## src/rtl/regfile_pkg.sv

```systemverilog
// Shared constants and types for the register-file write arbiter.
package regfile_pkg;

  localparam int unsigned ADDR_WIDTH_DEFAULT = 5;
  localparam int unsigned DATA_WIDTH_DEFAULT = 32;
  localparam int unsigned ZERO_REG           = 0;
  localparam logic [7:0]  ZERO_DROP_MAX      = 8'hFF;

  typedef struct packed {
    logic [ADDR_WIDTH_DEFAULT-1:0] addr;
    logic [DATA_WIDTH_DEFAULT-1:0] data;
  } wr_req_t;

  // Saturating increment for the dropped-write counter.
  function automatic logic [7:0] sat_inc8(input logic [7:0] value);
    return (value == ZERO_DROP_MAX) ? value : value + 8'd1;
  endfunction

endpackage

```

## src/rtl/rr_arbiter.sv

```systemverilog
// Round-robin picker: first valid requester at or after ptr (mod NUM_REQ) wins.
module rr_arbiter
#(
  parameter int unsigned NUM_REQ = 2,
  localparam int unsigned IDX_W  = $clog2(NUM_REQ)
)
(
  input  logic [NUM_REQ-1:0] valid,
  input  logic [IDX_W-1:0]   ptr,
  input  logic               enable,
  output logic [NUM_REQ-1:0] grant,
  output logic [IDX_W-1:0]   grant_idx,
  output logic               grant_any
);

  logic [IDX_W-1:0] idx;

  always_comb begin
    grant     = '0;
    grant_idx = '0;
    grant_any = 1'b0;
    idx       = '0;
    if (enable) begin
      for (int k = 0; k < int'(NUM_REQ); k++) begin
        idx = IDX_W'((32'(ptr) + 32'(k)) % NUM_REQ);
        if (!grant_any && valid[idx]) begin
          grant[idx] = 1'b1;
          grant_idx  = idx;
          grant_any  = 1'b1;
        end
      end
    end
  end

endmodule

```

## src/rtl/regfile_write_arbiter.sv

```systemverilog
// Round-robin share of the single regfile write port with a one-cycle stage.
// Optional read forwarding of the staged write: REGFILE_WRITE_BYPASS_EN.
module regfile_write_arbiter
  import regfile_pkg::*;
#(
  parameter int unsigned NUM_REQ    = 2,
  parameter int unsigned ADDR_WIDTH = ADDR_WIDTH_DEFAULT,
  parameter int unsigned DATA_WIDTH = DATA_WIDTH_DEFAULT
)
(
  input  logic                          Clk,
  input  logic                          Reset,
  input  logic [NUM_REQ-1:0]            req_valid,
  output logic [NUM_REQ-1:0]            req_ready,
  input  logic [NUM_REQ*ADDR_WIDTH-1:0] req_addr,
  input  logic [NUM_REQ*DATA_WIDTH-1:0] req_data,
  input  logic                          hold,
  output logic                          RegWrite,
  output logic [ADDR_WIDTH-1:0]         WriteRegister,
  output logic [DATA_WIDTH-1:0]         WriteData,
  output logic [7:0]                    zero_drops
`ifdef REGFILE_WRITE_BYPASS_EN
  ,
  input  logic [ADDR_WIDTH-1:0]         ReadRegister1,
  input  logic [ADDR_WIDTH-1:0]         ReadRegister2,
  input  logic [DATA_WIDTH-1:0]         rf_ReadData1,
  input  logic [DATA_WIDTH-1:0]         rf_ReadData2,
  output logic [DATA_WIDTH-1:0]         ReadData1,
  output logic [DATA_WIDTH-1:0]         ReadData2
`endif
);

  localparam int unsigned IDX_W = $clog2(NUM_REQ);

  logic [IDX_W-1:0]      rr_ptr;
  logic [NUM_REQ-1:0]    grant;
  logic [IDX_W-1:0]      grant_idx;
  logic                  grant_any;
  logic [ADDR_WIDTH-1:0] sel_addr;
  logic [DATA_WIDTH-1:0] sel_data;
  logic                  sel_is_zero;
  logic [IDX_W-1:0]      next_ptr;

  // Grants are suppressed during reset and while hold is asserted.
  rr_arbiter #(.NUM_REQ(NUM_REQ)) u_arb (
    .valid     (req_valid),
    .ptr       (rr_ptr),
    .enable    (!hold && !Reset),
    .grant     (grant),
    .grant_idx (grant_idx),
    .grant_any (grant_any)
  );

  assign req_ready   = grant;
  assign sel_addr    = req_addr[32'(grant_idx)*ADDR_WIDTH +: ADDR_WIDTH];
  assign sel_data    = req_data[32'(grant_idx)*DATA_WIDTH +: DATA_WIDTH];
  assign sel_is_zero = (sel_addr == ADDR_WIDTH'(ZERO_REG));
  assign next_ptr    = IDX_W'((32'(grant_idx) + 32'd1) % NUM_REQ);

  // Stage register: address/data persist across idle cycles, enable is one-shot.
  always_ff @(posedge Clk or posedge Reset) begin
    if (Reset) begin
      rr_ptr        <= '0;
      RegWrite      <= 1'b0;
      WriteRegister <= '0;
      WriteData     <= '0;
      zero_drops    <= '0;
    end else begin
      RegWrite <= 1'b0;
      if (grant_any) begin
        rr_ptr <= next_ptr;
        if (sel_is_zero) begin
          zero_drops <= sat_inc8(zero_drops);
        end else begin
          RegWrite      <= 1'b1;
          WriteRegister <= sel_addr;
          WriteData     <= sel_data;
        end
      end
    end
  end

`ifdef REGFILE_WRITE_BYPASS_EN
  // Forward the staged write to readers before it lands in the regfile.
  always_comb begin
    ReadData1 = rf_ReadData1;
    ReadData2 = rf_ReadData2;
    if (RegWrite && (WriteRegister == ReadRegister1) &&
        (ReadRegister1 != ADDR_WIDTH'(ZERO_REG)))
      ReadData1 = WriteData;
    if (RegWrite && (WriteRegister == ReadRegister2) &&
        (ReadRegister2 != ADDR_WIDTH'(ZERO_REG)))
      ReadData2 = WriteData;
  end
`endif

endmodule

```

## config.mk

```make
export PLATFORM = sky130hd
export DESIGN_NAME = regfile_write_arbiter
export DESIGN_NICKNAME = d
export VERILOG_FILES = /design/src/rtl/regfile_pkg.sv /design/src/rtl/rr_arbiter.sv /design/src/rtl/regfile_write_arbiter.sv
export SDC_FILE = /design/constraint.sdc
export NUM_CORES = 1
export LEC_CHECK = 0
export CORE_UTILIZATION = 43
export CTS_CLUSTER_SIZE = 20
export DETAILED_ROUTE_END_ITERATION = 10
export PLACE_DENSITY = 0.95
export SLEW_MARGIN = 20
export SYNTH_ARGS = -nofsm -noshare
export SYNTH_HDL_FRONTEND = slang
export SYNTH_HIERARCHICAL = 1
export SYNTH_SLANG_ARGS = --single-unit
```

## constraint.sdc

```tcl
create_clock -name Clk -period 3.5 [get_ports Clk]
set_input_delay 0.7 -clock Clk [delete_from_list [all_inputs] [get_ports Clk]]
set_output_delay 0.7 -clock Clk [all_outputs]
set_load 0.005 [all_outputs]
```

==> results.sh <==
export IMPL_status="finished, final reports clean"
export IMPL_required_ns=3.72
export IMPL_die_area_um2=5890
export IMPL_combPwrFrac=0.293
export IMPL_worst_r2r_setup_slack_ns=1.19
export IMPL_grt_ovfl_total=0
export IMPL_wl_um=6230
export IMPL_power_frac_clock=0.243
export IMPL_fin_crit_ns=2.97
export IMPL_worstReg2RegStart="rr_ptr"
export IMPL_antenna_found_initial=0
export IMPL_finalPower_mw=1.45
export IMPL_fin_area_um2=3800
export IMPL_grt_max_degree=48
export IMPL_max_vdd_ir_drop_v=0.000228
export IMPL_ant_nets=0
export IMPL_cts_sinks=47
export IMPL_dp_worst_setup_slack_ns=0.251
export IMPL_crit_fanout=34
export IMPL_area_growth_pct=58.4
export IMPL_dpl_instance_area_um2=3700
export IMPL_core_area_um2=5240
export IMPL_viasPerCell=5.38
export IMPL_drt_iter0_drc=104
export IMPL_r2r_end="zero_drops[2]"
export IMPL_crit_arrival_ns=3.19
export IMPL_fin_util=0.726
export IMPL_die_height_um=76.7
export IMPL_place_congestion=0.753
export IMPL_crit_start="Reset"
export IMPL_fin_cells=410
export IMPL_mostFrequentLayoutCells="clkdlybuf4s50_1, dfrtp_1, a21oi_1"
export IMPL_ioPinCount=127
export IMPL_maxSlewViolCount=0
export IMPL_p_int_mw=1.08
export IMPL_p_switching_mw=0.374
export IMPL_dr_pass1_iters=4
export IMPL_crit_type="input port to flip-flop"
export IMPL_syn_inst=222
export IMPL_final_common_cell="clkdlybuf4s50_1"
export IMPL_start_util=0.459
export IMPL_max_slew_worst_pin_slew_ns=0.969
export IMPL_nets=419
export IMPL_slew_limit_headroom=0.353
export IMPL_cts_made_buffers=5
export IMPL_postCtsResizedCells=0
export IMPL_cts_buffer_depth=2
export IMPL_worstHoldPathType="flip-flop to flip-flop"
export IMPL_grt_pass1_wl_um=10100
export IMPL_dpl_cell_count=402
export IMPL_reg2reg_depth=7
export IMPL_postCtsSetupRepairBufs=0
export IMPL_critPathLaunchType="input port"
export IMPL_track_usage=0.217
export IMPL_wl_per_cell_um=15.2
export IMPL_grt_pass1_vias=2187
export IMPL_netlist_cell_type_count=25
export IMPL_cts_root_buf="clkbuf_8"
export IMPL_hold_viol=0
export IMPL_yosys_warnings=6
export IMPL_swShare=0.257
export IMPL_timing_hold_ws_ns=0.524
export IMPL_io_buffer_count=126
export IMPL_finalSetupTns_ns=0
export IMPL_rsz0062_at_grt="false"
export IMPL_drive_above_1_share=0.0824
export IMPL_die_w_um=76.7
export IMPL_clock_fmax_mhz=337
export IMPL_via_count=2205
export IMPL_post_route_period_util=0.848
export IMPL_synth_seq_area_share=0.490
export IMPL_pwr_share_seq=0.464
export IMPL_cts_hold_buf=0
export IMPL_cap_violations=0
export IMPL_ctsHtreeMaxLevel=2
export IMPL_cts_tree="yes"
export IMPL_clk_pin_slew_ns=0.08
export IMPL_hpwl_um=4670
export IMPL_setup_slack_ns=0.532
export IMPL_endpoint_kind="flip-flop"
export IMPL_n_antenna_cell=0
export IMPL_clk_insertion_delay_late_ns=0.30
export IMPL_ys_seq_elements=47
export IMPL_setup_viol=0
export IMPL_std_cell_rows=26
export IMPL_crit_end="zero_drops[2]"
export IMPL_drc=0
export IMPL_syn_area_um2=2400
export IMPL_syn_num_nets=302
export IMPL_leakagePower_nw=1.47
export IMPL_synth_avg_cell_area_um2=10.8
export IMPL_powerDensity_nw_per_um2=382
export IMPL_clock_skew_ns=0.00423
Yosys cell counts:
cell type / instances / area (µm²)
nor3_1: 4 / 20.0
ha_1: 1 / 12.5
xor2_1: 6 / 52.6
nor3b_1: 1 / 7.51
nand2b_1: 1 / 6.26
inv_1: 4 / 15.0
nor4b_2: 1 / 15.0
clkbuf_1: 9 / 33.8
dfrtp_1: 47 / 1180
nor4_2: 3 / 37.5
o22ai_2: 1 / 12.5
nor2_1: 2 / 7.51
nand3_1: 3 / 15.0
buf_6: 2 / 22.5
mux2i_1: 35 / 350
mux2_2: 5 / 56.3
a21oi_1: 37 / 185
buf_2: 11 / 55.1
nor4_4: 1 / 21.3
o21a_1: 1 / 7.51
nor3b_2: 1 / 12.5
a22o_1: 3 / 26.3
nand2_1: 6 / 22.5
a31oi_1: 34 / 213
nand4_1: 3 / 18.8
metal layers:
metal  global-route usage  vias to the layer above  routed length [µm]
met1                0.249                     1025                2430
li1                     -                     1067                   -
met2                0.384                      102                3200
met5                    0                        -                   0
met3               0.0619                       11                 468
met4               0.0712                        0                 125
area by class of cell:
type / count / area, µm²
Sequential cell: 47 / 1180
Tap cell: 70 / 87.6
Fill cell: 396 / 1430
Multi-Input combinational cell: 149 / 1120
Inverter: 4 / 15.0
Clock buffer: 8 / 100
Timing Repair Buffer: 132 / 1310
worst max-delay path, cell delays in order:
cell             delay, ns
clkdlybuf4s50_1       0.43
nor2_1                0.19
nand2_1               0.14
a21oi_4               0.35
nor3b_1               0.47
o22ai_4               0.21
buf_4                 0.28
nor3_1                0.26
xor2_1                0.16
worst min-delay path by stage:
stage,depth (start not counted),to,slack (ns),from
3_5_place_dp,1,WriteRegister[0],0.50,WriteRegister[0]
6_report,1,WriteRegister[0],0.52,WriteRegister[0]
5_1_grt,1,WriteRegister[0],0.54,WriteRegister[0]
3_3_place_gp,1,WriteRegister[0],0.50,WriteRegister[0]
4_1_cts,1,WriteRegister[0],0.53,WriteRegister[0]
2_1_floorplan,1,zero_drops[7],0.50,zero_drops[7]
cells by family after synthesis:
| kind of cell | share of synthesized area |
|---|---|
| compound gates | 0.185 |
| xor+xnor | 0.0219 |
| fa+ha+maj | 0.00521 |
| buf+inv | 0.0526 |
| flops | 0.490 |
| mux | 0.169 |
| simple gates | 0.0766 |
flip-flops by register name (all words and copies together) (netlist names):
signal / cells
WriteData: 32
WriteRegister: 5
rr_ptr: 1
RegWrite: 1
zero_drops: 8
power groups by stage:
stage | sequential (mW) | combinational (mW) | clock, mW
floorplan | 0.684 | 0.135 | 0
global route | 0.684 | 0.461 | 0.380
finish | 0.675 | 0.426 | 0.353
detailed placement | 0.684 | 0.429 | 0
CTS | 0.675 | 0.431 | 0.363
global placement | 0.679 | 0.416 | 0
Power figures use the tool's default switching activity.
